**config.mk**
```make
export PLATFORM = sky130hd
export DESIGN_NAME = uart_tx_arbiter_flat
export DESIGN_NICKNAME = d
export VERILOG_FILES = /design/src/rtl/uart_tx_arbiter_pkg.sv /design/src/rtl/uart_tx_arbiter_if.sv /design/src/rtl/uart_tx_arbiter_rr_pick.sv /design/src/rtl/uart_tx_arbiter.sv /design/src/flat_wrapper.sv
export SDC_FILE = /design/constraint.sdc
export NUM_CORES = 1
export LEC_CHECK = 0
export CORE_MARGIN = 5
export CORE_UTILIZATION = 30
export CTS_CLUSTER_DIAMETER = 80
export DETAILED_ROUTE_END_ITERATION = 7
export HOLD_SLACK_MARGIN = 0.02
export SLEW_MARGIN = 0
export SYNTH_ARGS = -nofsm -noshare
export SYNTH_HDL_FRONTEND = slang
export SYNTH_SLANG_ARGS = --single-unit
```
**constraint.sdc**
```tcl
create_clock -name clk -period 4.8 [get_ports clk]
set_input_delay 0.72 -clock clk [delete_from_list [all_inputs] [get_ports clk]]
set_output_delay 0.72 -clock clk [all_outputs]
set_load 0.005 [all_outputs]
```
**src/rtl/uart_tx_arbiter_pkg.sv**
```systemverilog
// Shared definitions for the uart_tx round-robin arbiter: FSM encoding,
// default data width and timeout counter width.
package uart_tx_arbiter_pkg;

   typedef enum logic [1:0] {
      S_IDLE      = 2'd0,
      S_ISSUE     = 2'd1,
      S_WAIT_BUSY = 2'd2,
      S_WAIT_DONE = 2'd3
   } arb_state_e;

   localparam int DEF_DWIDTH = 8;
   localparam int TMO_CW     = 8;

endpackage

```
**src/rtl/uart_tx_arbiter_if.sv**
```systemverilog
// Requester-side bundle: NREQ byte producers presenting valid/data/parity
// and receiving a one-hot accept pulse.
interface uart_tx_arbiter_if
   import uart_tx_arbiter_pkg::*;
#(
   parameter int NREQ   = 4,
   parameter int DWIDTH = DEF_DWIDTH
);

   logic [NREQ-1:0]        req_valid;
   logic [NREQ*DWIDTH-1:0] req_data;
   logic [NREQ-1:0]        req_parity_en;
   logic [NREQ-1:0]        req_parity_type;
   logic [NREQ-1:0]        req_ready;

   modport master (
      output req_valid, req_data, req_parity_en, req_parity_type,
      input  req_ready
   );

   modport slave (
      input  req_valid, req_data, req_parity_en, req_parity_type,
      output req_ready
   );

endinterface

```
**src/rtl/uart_tx_arbiter_rr_pick.sv**
```systemverilog
// Combinational round-robin selector: first valid requester at or above ptr,
// wrapping modulo NREQ.
module rr_pick #(
   parameter int NREQ    = 4,
   parameter int IDWIDTH = 2
) (
   input  logic [NREQ-1:0]    req_valid,
   input  logic [IDWIDTH-1:0] ptr,
   output logic [IDWIDTH-1:0] sel,
   output logic               any
);

   logic [2*NREQ-1:0] doubled;
   logic [NREQ-1:0]   rotated;
   int                pos;

   // Rotate so bit 0 is the pointer position, then take the lowest set bit.
   always_comb begin
      doubled = {req_valid, req_valid};
      rotated = NREQ'(doubled >> ptr);
      any     = |req_valid;
      pos     = 0;
      for (int k = NREQ - 1; k >= 0; k--) begin
         if (rotated[k]) pos = int'(ptr) + k;
      end
      if (pos >= NREQ) pos = pos - NREQ;
      sel = IDWIDTH'(pos);
   end

endmodule

```
**src/rtl/uart_tx_arbiter.sv**
```systemverilog
// Shares one uart_tx between NREQ producers: round-robin accept, one-cycle
// issue pulse, then tracks tx_busy for completion or timeout.
module uart_tx_arbiter
   import uart_tx_arbiter_pkg::*;
#(
   parameter int NREQ    = 4,
   parameter int DWIDTH  = DEF_DWIDTH,
   parameter int IDWIDTH = 2,
   parameter int TMO_CYC = 16
) (
   input  logic                clk,
   input  logic                rst,
   uart_tx_arbiter_if.slave    req_bus,
   output logic [DWIDTH-1:0]   tx_p_data,
   output logic                tx_data_valid,
   output logic                tx_parity_en,
   output logic                tx_parity_type,
   input  logic                tx_busy,
   output logic [IDWIDTH-1:0]  grant_id,
   output logic                done,
   output logic                err_tmo
);

   localparam logic [TMO_CW-1:0] TMO_LAST = TMO_CW'(TMO_CYC - 1);

   arb_state_e         state, state_nxt;
   logic [IDWIDTH-1:0] rr_ptr;
   logic [IDWIDTH-1:0] sel;
   logic               any_valid;
   logic               accept;
   logic [NREQ-1:0]    ready_c;
   logic [TMO_CW-1:0]  tmo_cnt;

   rr_pick #(.NREQ(NREQ), .IDWIDTH(IDWIDTH)) u_pick (
      .req_valid (req_bus.req_valid),
      .ptr       (rr_ptr),
      .sel       (sel),
      .any       (any_valid)
   );

   assign req_bus.req_ready = ready_c;

   // Pulses are decoded from the current state so accept, issue, done and
   // timeout land in the cycle the condition is seen; reset masks them.
   always_comb begin
      state_nxt     = state;
      accept        = 1'b0;
      ready_c       = '0;
      tx_data_valid = 1'b0;
      done          = 1'b0;
      err_tmo       = 1'b0;
      case (state)
         S_IDLE: begin
            if (!tx_busy && any_valid) begin
               accept    = 1'b1;
               ready_c   = NREQ'(1) << sel;
               state_nxt = S_ISSUE;
            end
         end
         S_ISSUE: begin
            tx_data_valid = 1'b1;
            state_nxt     = S_WAIT_BUSY;
         end
         S_WAIT_BUSY: begin
            if (tx_busy) begin
               state_nxt = S_WAIT_DONE;
            end else if (tmo_cnt == TMO_LAST) begin
               err_tmo   = 1'b1;
               state_nxt = S_IDLE;
            end
         end
         S_WAIT_DONE: begin
            if (!tx_busy) begin
               done      = 1'b1;
               state_nxt = S_IDLE;
            end
         end
         default: state_nxt = S_IDLE;
      endcase
      if (rst) begin
         accept        = 1'b0;
         ready_c       = '0;
         tx_data_valid = 1'b0;
         done          = 1'b0;
         err_tmo       = 1'b0;
      end
   end

   // Frame registers only move on accept, so the transmitter and grant_id
   // see stable values for the whole frame including the done cycle.
   always_ff @(posedge clk) begin
      if (rst) begin
         state          <= S_IDLE;
         rr_ptr         <= '0;
         tmo_cnt        <= '0;
         tx_p_data      <= '0;
         tx_parity_en   <= 1'b0;
         tx_parity_type <= 1'b0;
         grant_id       <= '0;
      end else begin
         state <= state_nxt;
         if (accept) begin
            tx_p_data      <= DWIDTH'(req_bus.req_data >> (int'(sel) * DWIDTH));
            tx_parity_en   <= |(req_bus.req_parity_en & ready_c);
            tx_parity_type <= |(req_bus.req_parity_type & ready_c);
            grant_id       <= sel;
            rr_ptr         <= (sel == IDWIDTH'(NREQ - 1)) ? '0 : sel + 1'b1;
         end
         if (state == S_ISSUE) begin
            tmo_cnt <= '0;
         end else if (state == S_WAIT_BUSY && !tx_busy) begin
            tmo_cnt <= tmo_cnt + 1'b1;
         end
      end
   end

endmodule

```
**src/flat_wrapper.sv**
```systemverilog
// flat-port wrapper written by rule: the top's interface ports become plain ports
module uart_tx_arbiter_flat import uart_tx_arbiter_pkg::*;
#(
   parameter int NREQ    = 4,
   parameter int DWIDTH  = DEF_DWIDTH,
   parameter int IDWIDTH = 2,
   parameter int TMO_CYC = 16
)
  (clk, rst, tx_p_data, tx_data_valid, tx_parity_en, tx_parity_type, tx_busy, grant_id, done, err_tmo, req_bus_req_valid, req_bus_req_data, req_bus_req_parity_en, req_bus_req_parity_type, req_bus_req_ready);
  uart_tx_arbiter_if #(.NREQ(NREQ), .DWIDTH(DWIDTH)) req_bus_i ();
  input  logic clk;
  input  logic rst;
  output logic [DWIDTH-1:0] tx_p_data;
  output logic tx_data_valid;
  output logic tx_parity_en;
  output logic tx_parity_type;
  input  logic tx_busy;
  output logic [IDWIDTH-1:0] grant_id;
  output logic done;
  output logic err_tmo;
  input wire logic [$bits(req_bus_i.req_valid)-1:0] req_bus_req_valid;
  input wire logic [$bits(req_bus_i.req_data)-1:0] req_bus_req_data;
  input wire logic [$bits(req_bus_i.req_parity_en)-1:0] req_bus_req_parity_en;
  input wire logic [$bits(req_bus_i.req_parity_type)-1:0] req_bus_req_parity_type;
  output wire logic [$bits(req_bus_i.req_ready)-1:0] req_bus_req_ready;
  assign req_bus_i.req_valid = req_bus_req_valid;
  assign req_bus_i.req_data = req_bus_req_data;
  assign req_bus_i.req_parity_en = req_bus_req_parity_en;
  assign req_bus_i.req_parity_type = req_bus_req_parity_type;
  assign req_bus_req_ready = req_bus_i.req_ready;
  uart_tx_arbiter #(.NREQ(NREQ), .DWIDTH(DWIDTH), .IDWIDTH(IDWIDTH), .TMO_CYC(TMO_CYC)) u_core (.clk(clk), .rst(rst), .req_bus(req_bus_i), .tx_p_data(tx_p_data), .tx_data_valid(tx_data_valid), .tx_parity_en(tx_parity_en), .tx_parity_type(tx_parity_type), .tx_busy(tx_busy), .grant_id(grant_id), .done(done), .err_tmo(err_tmo));
endmodule
```
### Yosys cells after proc, flatten, opt, wreduce, memory -nomap -nowiden

Index checks and enable logic that the tools add are counted.

| cells by class | value |
|---|---|
| add/subtract/negate cells | 6 |
| order comparisons | 1 |
| equal/unequal tests | 8 |
| shift operators | 3 |
| muxes and demuxes | 26 |
| bitwise logic cells | 2 |
| reductions and logical operators | 9 |

Operators with widths:

| operator | count |
|---|---|
| two-way mux 32 bit | 3 |
| >= comparator 32 x 4 -> 1 bit, second input constant | 1 |
| >> shifter 32 x 5 -> 8 bit | 1 |
| two-way mux 1 bit | 12 |
| two-way mux 2 bit | 6 |
| two-way mux 4 bit | 3 |
| OR reduction 4 bit | 3 |
| adder 8 x 1 -> 8 bit, second input constant | 1 |
| AND 4 bit | 2 |
| equality test 8 x 4 -> 1 bit, second input constant | 1 |
| one-hot mux 2 bit (4 select lines) | 1 |
| >> shifter 8 x 2 -> 4 bit | 1 |
| adder 2 x 2 -> 3 bit, second input constant | 2 |
| equality test 2 bit, second input constant | 3 |
| left shift 1 x 2 -> 4 bit, first input constant | 1 |
| adder 2 x 1 -> 3 bit, second input constant | 1 |
| two-way mux 3 bit | 1 |
| inequality test 3 x 2 -> 1 bit, second input constant | 1 |
| AND reduction 3 bit | 1 |
| adder 2 x 1 -> 2 bit, second input constant | 1 |
| equality test 2 x 1 -> 1 bit, second input constant | 1 |
| logical AND 1 bit | 2 |
| zero test 2 bit | 1 |
| inequality test 2 x 1 -> 1 bit, second input constant | 1 |
| 4 further kinds | 4 |

| storage, ports and cells | value |
|---|---|
| flip-flop bits (word level) | 24 |
| input port bits | 47 |
| output and inout port bits | 19 |
| logic and storage cells | 62 |

### Longest topological paths before layout

| logic depth | value |
|---|---|
| word-level depth | 13 |
| depth in mapped cells | 7 |
| gate-level depth less buffers | 6 |

### Modules after synthesis

From an unflattened synthesis, not the netlist that was laid out.

| unflattened totals | value |
|---|---|
| cells, all modules | 155 |
| area total of the unflattened synthesis | 1351.3 µm² |

Modules (own cells, without submodules):

| module | times used | cells each | area each (µm²) | sequential area each (µm²) |
|---|---|---|---|---|
| uart_tx_arbiter | 1 | 140 | 1273.7 | 480.5 |
| rr_pick | 1 | 15 | 77.6 | 0.0 |

### Least setup slack after synthesis

OpenSTA, ideal clock, no wires.

| path | value |
|---|---|
| kind | input to output |
| start point | input port req_bus_req_valid[0] |
| end point | output port req_bus_req_ready[3] |
| data arrival time | 1.744 ns |
| data required time | 4.080 ns |
| slack | 2.336 ns |
| stages | 6 |
| buffers on the path | 1 |
| path through | and2b_2 -> nor2_2 -> a2bb2oi_4 -> buf_6 -> ha_1 -> and2_1 |

| on the way | value |
|---|---|
| word-level cells in the longest chain between the ends | 11 |
| elaborated cells on any way between the ends | 14 |
| classes of those cells | add/sub: 1; order compare: 1; shift: 2; mux: 8; reduce/logical: 2 |

Ends and longest elaborated chain:

| item | RTL line | text |
|---|---|---|
| from (decl) | flat_wrapper.sv:21 | `input wire logic [$bits(req_bus_i.req_valid)-1:0] req_bus_req_valid;` |
| >> shifter 8 x 2 -> 4 bit | uart_tx_arbiter_rr_pick.sv:20 | `rotated = NREQ'(doubled >> ptr);` |
| two-way mux 3 bit | uart_tx_arbiter_rr_pick.sv:24 | `if (rotated[k]) pos = int'(ptr) + k;` |
| two-way mux 32 bit (3 in series) | uart_tx_arbiter_rr_pick.sv:24 |  |
| >= comparator 32 x 4 -> 1 bit or subtractor 2 x 1 -> 2 bit (tied branches) | uart_tx_arbiter_rr_pick.sv:26 | `if (pos >= NREQ) pos = pos - NREQ;` |
| two-way mux 2 bit | uart_tx_arbiter_rr_pick.sv:26 |  |
| left shift 1 x 2 -> 4 bit | uart_tx_arbiter.sv:56 | `ready_c = NREQ'(1) << sel;` |
| two-way mux 4 bit (*) | uart_tx_arbiter.sv:54 | `if (!tx_busy && any_valid) begin` |
| two-way mux 4 bit (*) | uart_tx_arbiter.sv:52 | `case (state)` |
| two-way mux 4 bit (*) | uart_tx_arbiter.sv:80 | `if (rst) begin` |
| to (decl) | flat_wrapper.sv:25 | `output wire logic [$bits(req_bus_i.req_ready)-1:0] req_bus_req_ready;` |

Mark *: on every way between the ends. The rest lies on a longest branch, timed or not.

### Worst setup path in the final report

| path | value |
|---|---|
| start point | input port req_bus_req_valid[1] |
| end point | output port req_bus_req_ready[3] |

The elaborated chain is that of the path after synthesis.

==> impl_results.html <==
<table>
<tr><th>Metric</th><th>Value</th></tr>
<tr><th colspan="2">Global routing</th></tr>
<tr><td>Vias in the first global route</td><td>roughly 1300</td></tr>
<tr><td>Combined global-route utilization of all metal layers</td><td>0.1290</td></tr>
<tr><td>Maximum number of pins on one net before global-route repair</td><td>21</td></tr>
<tr><td>Overflow left after global routing</td><td>0</td></tr>
<tr><td>First-pass GRT wire length</td><td>approximately 6.4 mm</td></tr>
<tr><td>Initial antenna violation count</td><td>0</td></tr>
<tr><th colspan="2">Cells and area</th></tr>
<tr><td>Antenna fix cells</td><td>0</td></tr>
<tr><td>Signed area change from the synthesized netlist to the final layout</td><td>52.14%</td></tr>
<tr><td>Share of cells above drive strength 1</td><td>0.08372</td></tr>
<tr><td>Non-filler cells, final</td><td>269</td></tr>
<tr><td>Utilization of the core after routing</td><td>0.4653</td></tr>
<tr><td>Commonest non-fill, non-tap cell in the layout</td><td>clkdlybuf4s50_1</td></tr>
<tr><td>Total non-filler cell area in the finished layout</td><td>2183 sq um</td></tr>
<tr><td>Commonest non-fill, non-tap cells in the layout</td><td>clkdlybuf4s50_1 (65), dfxtp_1 (24), mux2i_1 (22), nor2_1 (16)</td></tr>
<tr><td>Final #Nets</td><td>~270</td></tr>
<tr><th colspan="2">Drt</th></tr>
<tr><td>DRT antenna net count</td><td>0</td></tr>
<tr><td>Iteration-0 DRC Markers</td><td>36</td></tr>
<tr><td>Routed wire length</td><td>around 4.0 mm</td></tr>
<tr><td>Routed via count divided by cell count</td><td>a little under 5</td></tr>
<tr><td>Via count</td><td>between 1000 and 1500</td></tr>
<tr><td>Detailed Routing Iterations Pass 1</td><td>4</td></tr>
<tr><td>Wire length per cell after detailed routing</td><td>~15 um</td></tr>
<tr><td>Remaining routing DRC violations</td><td>0</td></tr>
<tr><th colspan="2">Setup path</th></tr>
<tr><td>Worst flop-to-flop path startpoint</td><td>u_core.rr_ptr[0]</td></tr>
<tr><td>Reg2reg setup slack</td><td>approximately 2800 ps</td></tr>
<tr><td>Most used cell along the critical path</td><td>clkdlybuf4s50_1</td></tr>
<tr><td>Kind of end point of the critical path</td><td>primary output</td></tr>
<tr><td>Slowest stage delay, CP</td><td>~550 ps</td></tr>
<tr><td>Worst path slowest cell</td><td>clkdlybuf4s50_1</td></tr>
<tr><td>Data arrival time at the worst-slack endpoint</td><td>2970 ps</td></tr>
<tr><td>Category of cells accounting for the largest share of critical-path delay</td><td>buffers and inverters</td></tr>
<tr><td>Worst-case reg-to-reg path depth</td><td>6</td></tr>
<tr><td>Number of buffer and inverter instances along the worst setup path</td><td>2</td></tr>
<tr><td>Critical Path, Cell by Cell</td><td>clkdlybuf4s50_1 -&gt; and2b_1 -&gt; nor2_1 -&gt; o221a_1 -&gt; ha_1 -&gt; and2_1 -&gt; clkdlybuf4s50_1</td></tr>
<tr><td>Kind of start point of the critical path</td><td>input pin</td></tr>
<tr><td>End of the worst register-to-register path</td><td>u_core.tx_p_data[5]</td></tr>
<tr><td>Crit Path Max Fanout</td><td>9</td></tr>
<tr><td>Classification of the worst setup path</td><td>in -&gt; out</td></tr>
<tr><td>Critical path required time</td><td>approximately 4100 ps</td></tr>
<tr><th colspan="2">Power and ir drop</th></tr>
<tr><td>Switching power total</td><td>156.6 uW</td></tr>
<tr><td>Part of the power in registers</td><td>0.387</td></tr>
<tr><td>Clock network fraction of total power</td><td>0.298</td></tr>
<tr><td>Combinational cell fraction of total power</td><td>0.315</td></tr>
<tr><td>Worst ir drop on vdd</td><td>around 0.13 mV</td></tr>
<tr><td>Internal power of the cells</td><td>roughly 440 uW</td></tr>
<tr><td>Leakage power</td><td>0.8082 nW</td></tr>
<tr><td>Switching part of the total power</td><td>0.2624</td></tr>
<tr><td>Sum of internal, switching and leakage power</td><td>between 500 and 600 uW</td></tr>
<tr><td>Power per unit of standard cell area</td><td>~270 nW/um^2</td></tr>
<tr><th colspan="2">Run</th></tr>
<tr><td>Max-Cap Viols</td><td>0</td></tr>
<tr><th colspan="2">Synthesis</th></tr>
<tr><td>Post-synthesis mux area share</td><td>0.1534</td></tr>
<tr><td>Most instantiated flip-flop cell in the synthesis netlist</td><td>dfxtp_1</td></tr>
<tr><td>Syn Std Cell Area</td><td>approximately 1400 sq um</td></tr>
<tr><td>Net count after synthesis</td><td>201</td></tr>
<tr><td>Xor and xnor fraction of the mapped netlist area</td><td>0.03662</td></tr>
<tr><td>Combinational family with the most area after synthesis</td><td>simple AND/OR/NAND/NOR gates</td></tr>
<tr><td>Cell types with the largest area share after synthesis</td><td>dfxtp_1 (33%), mux2i_1 (15%), nand3b_1 (4.2%), nor2_1 (4.2%), o221ai_2 (3.1%)</td></tr>
<tr><td>Simple-Gate Fraction of Synth Area</td><td>0.2389</td></tr>
<tr><td>Cell type contributing the most total cell area after synthesis</td><td>dfxtp_1</td></tr>
<tr><td>Syn Inst Count</td><td>about 150</td></tr>
<tr><td>Unique masters post-synth</td><td>44</td></tr>
<tr><td>Fraction of the mapped netlist area in compound gates</td><td>0.1613</td></tr>
<tr><td>Number of enable flip-flop cells after synthesis</td><td>0</td></tr>
<tr><td>Post-synthesis share of cell area spent on full adders, half adders and majority gates</td><td>0.01744</td></tr>
<tr><td>Fraction of registers with async set/reset</td><td>0</td></tr>
<tr><td>Warning count from the yosys run</td><td>0</td></tr>
<tr><td>Sequential cell area fraction in the yosys report</td><td>0.3348</td></tr>
<tr><td>Proportion of netlist area held by the largest area contributor</td><td>0.3348</td></tr>
<tr><td>Mean Syn Cell Area</td><td>roughly 9.4 sq um</td></tr>
<tr><td>Synthesized flop and latch total</td><td>24</td></tr>
<tr><th colspan="2">Timing</th></tr>
<tr><td>Slew Viols, Final</td><td>0</td></tr>
<tr><td>Worst slew margin</td><td>0.6816</td></tr>
<tr><td>Max Clock Freq</td><td>about 270 MHz</td></tr>
<tr><td>Portion of the clock cycle consumed by the worst path in the final layout</td><td>0.7682</td></tr>
<tr><td>Final critical delay including setup and external delays</td><td>3687 ps</td></tr>
<tr><td>Hold violation count in the final report</td><td>0</td></tr>
<tr><td>Hold_ws</td><td>roughly 480 ps</td></tr>
<tr><td>Setup Skew</td><td>2.496 ps</td></tr>
<tr><td>Transition time of the tightest slew-check pin</td><td>about 480 ps</td></tr>
<tr><td>Final setup fails</td><td>0</td></tr>
<tr><td>Final worst slack</td><td>between 1000 and 1500 ps</td></tr>
<tr><td>Setup TNS after final layout</td><td>0 ps</td></tr>
<tr><td>Unrepaired setup endpoints after global routing</td><td>no</td></tr>
<tr><th colspan="2">Worst hold path</th></tr>
<tr><td>Kind of path behind the tightest hold check</td><td>reg -&gt; reg</td></tr>
<tr><td>Min-Delay Path Depth</td><td>2</td></tr>
<tr><td>Worst min-delay path startpoint</td><td>u_core.rr_ptr[0]</td></tr>
<tr><td>Hold Path Sink</td><td>u_core.rr_ptr[0]</td></tr>
<tr><th colspan="2">Die</th></tr>
<tr><td>Number of placement rows</td><td>25</td></tr>
<tr><td>Starting utilization of the core area</td><td>0.3059</td></tr>
<tr><td>Width of the chip</td><td>79.17 um</td></tr>
<tr><td>Die Ht</td><td>between 70 and 80 um</td></tr>
<tr><td>Number of I/O pins</td><td>between 60 and 70</td></tr>
<tr><td>Die Area</td><td>6267 sq um</td></tr>
<tr><td>CORE AREA</td><td>4692 sq um</td></tr>
<tr><th colspan="2">Clock network</th></tr>
<tr><td>Number of clock sinks</td><td>24</td></tr>
<tr><td>Number of levels the H-tree was split into</td><td>1</td></tr>
<tr><td>Count of hold-fix buffers inserted at cts</td><td>0</td></tr>
<tr><td>Clock tree from TritonCTS</td><td>yes</td></tr>
<tr><td>Buffers from clock root to sink, at most</td><td>2</td></tr>
<tr><td>Clock Root Buffer</td><td>clkbuf_8</td></tr>
<tr><td>Setup fix buffers added after clock tree synthesis</td><td>0</td></tr>
<tr><td>Source-to-sink clock delay at the later pin of the worst-skew pair</td><td>270 ps</td></tr>
<tr><td>Number of buffers created by CTS</td><td>3</td></tr>
<tr><td>Number of cells upsized or downsized after cts</td><td>0</td></tr>
<tr><td>CTS clk-pin slew, worst paths</td><td>80 ps</td></tr>
<tr><th colspan="2">Placed design</th></tr>
<tr><td>Number of placed cells counting well taps</td><td>265</td></tr>
<tr><td>Buffers added on ports</td><td>65</td></tr>
<tr><td>Detailed Place HPWL</td><td>~3.2 mm</td></tr>
<tr><td>Cell area reported after detailed placement</td><td>approximately 2100 sq um</td></tr>
<tr><td>Pre-CTS setup slack</td><td>1098 ps</td></tr>
<tr><td>Global placer's final weighted congestion</td><td>0.7756</td></tr>
<tr><th colspan="2">Outcome</th></tr>
<tr><td>Run status</td><td>completed</td></tr>
</table>
power groups by stage:
stage | clock network, mW | registers (mW) | logic, mW
final | 0.178 | 0.231 | 0.188
after global routing | 0.191 | 0.233 | 0.205
after CTS | 0.183 | 0.231 | 0.191
after detailed placement | 0 | 0.235 | 0.191
after global placement | 0 | 0.235 | 0.191
after floorplan | 0 | 0.235 | 0.107
synthesized netlist by cell type, types with 3 or more instances:
library cell and number:
dfxtp_1 24, nor2_1 16, mux2i_1 22, inv_1 3, o221ai_1 5, nand2b_1 3
o22ai_1 3, xor2_1 5, a21oi_1 4, nor3_1 3, o221ai_2 3, nand3b_1 8
clkbuf_1 3, and2_1 3, nand2_1 8
flip-flops by register name (all words and copies together), names as in the netlist:
name,cells
u_core.tx_parity_type,1
u_core.rr_ptr,2
u_core.tx_p_data,8
u_core.tx_parity_en,1
u_core.tmo_cnt,8
u_core.grant_id,2
u_core.state,2
kinds of logic (layout without fill, tap and decap cells):
family | count (synthesis) | in the layout
simple gates | 60 | 60
compound gates | 26 | 26
flops | 24 | 24
mux | 22 | 22
buf+inv | 12 | 75
xor+xnor | 6 | 6
fa+ha+maj | 2 | 2
final cells by class:
class	count	area (sq um)
clock inverter	1	30.03
tap	54	67.56
clock buffer	3	41.29
sequential	24	480.5
multi-input combinational	116	879.6
timing repair buffer	68	673.1
fill	475	2509
inverter	3	11.26
worst register-to-register path, cell delays in order, from the launching register on:
cell	delay [ps]
dfxtp_1	370
and2b_2	250
nor2_2	130
a2bb2oi_4	420
buf_4	300
mux2i_1	270
o221ai_2	110
layer usage:
metal  GRT usage  part of all wire
met2      0.2113              0.48
met3     0.04308             0.056
met5           0                 0
met4     0.03952             0.018
met1      0.1596              0.44
how the worst max path moves through the flow:
stage | start | endpoint | slack, ps | depth (start not counted)
6_report | req_bus_req_valid[1] | req_bus_req_ready[3] | 1110 | 7
5_1_grt | req_bus_req_valid[2] | req_bus_req_ready[1] | 990 | 7
4_1_cts | req_bus_req_valid[0] | req_bus_req_ready[1] | 1100 | 7
3_5_place_dp | req_bus_req_valid[0] | req_bus_req_ready[1] | 1100 | 7
3_3_place_gp | req_bus_req_valid[1] | req_bus_req_ready[3] | 1090 | 7
2_1_floorplan | req_bus_req_valid[0] | req_bus_req_ready[3] | 2340 | 6
No activity file was read; power rests on OpenSTA's default activity.
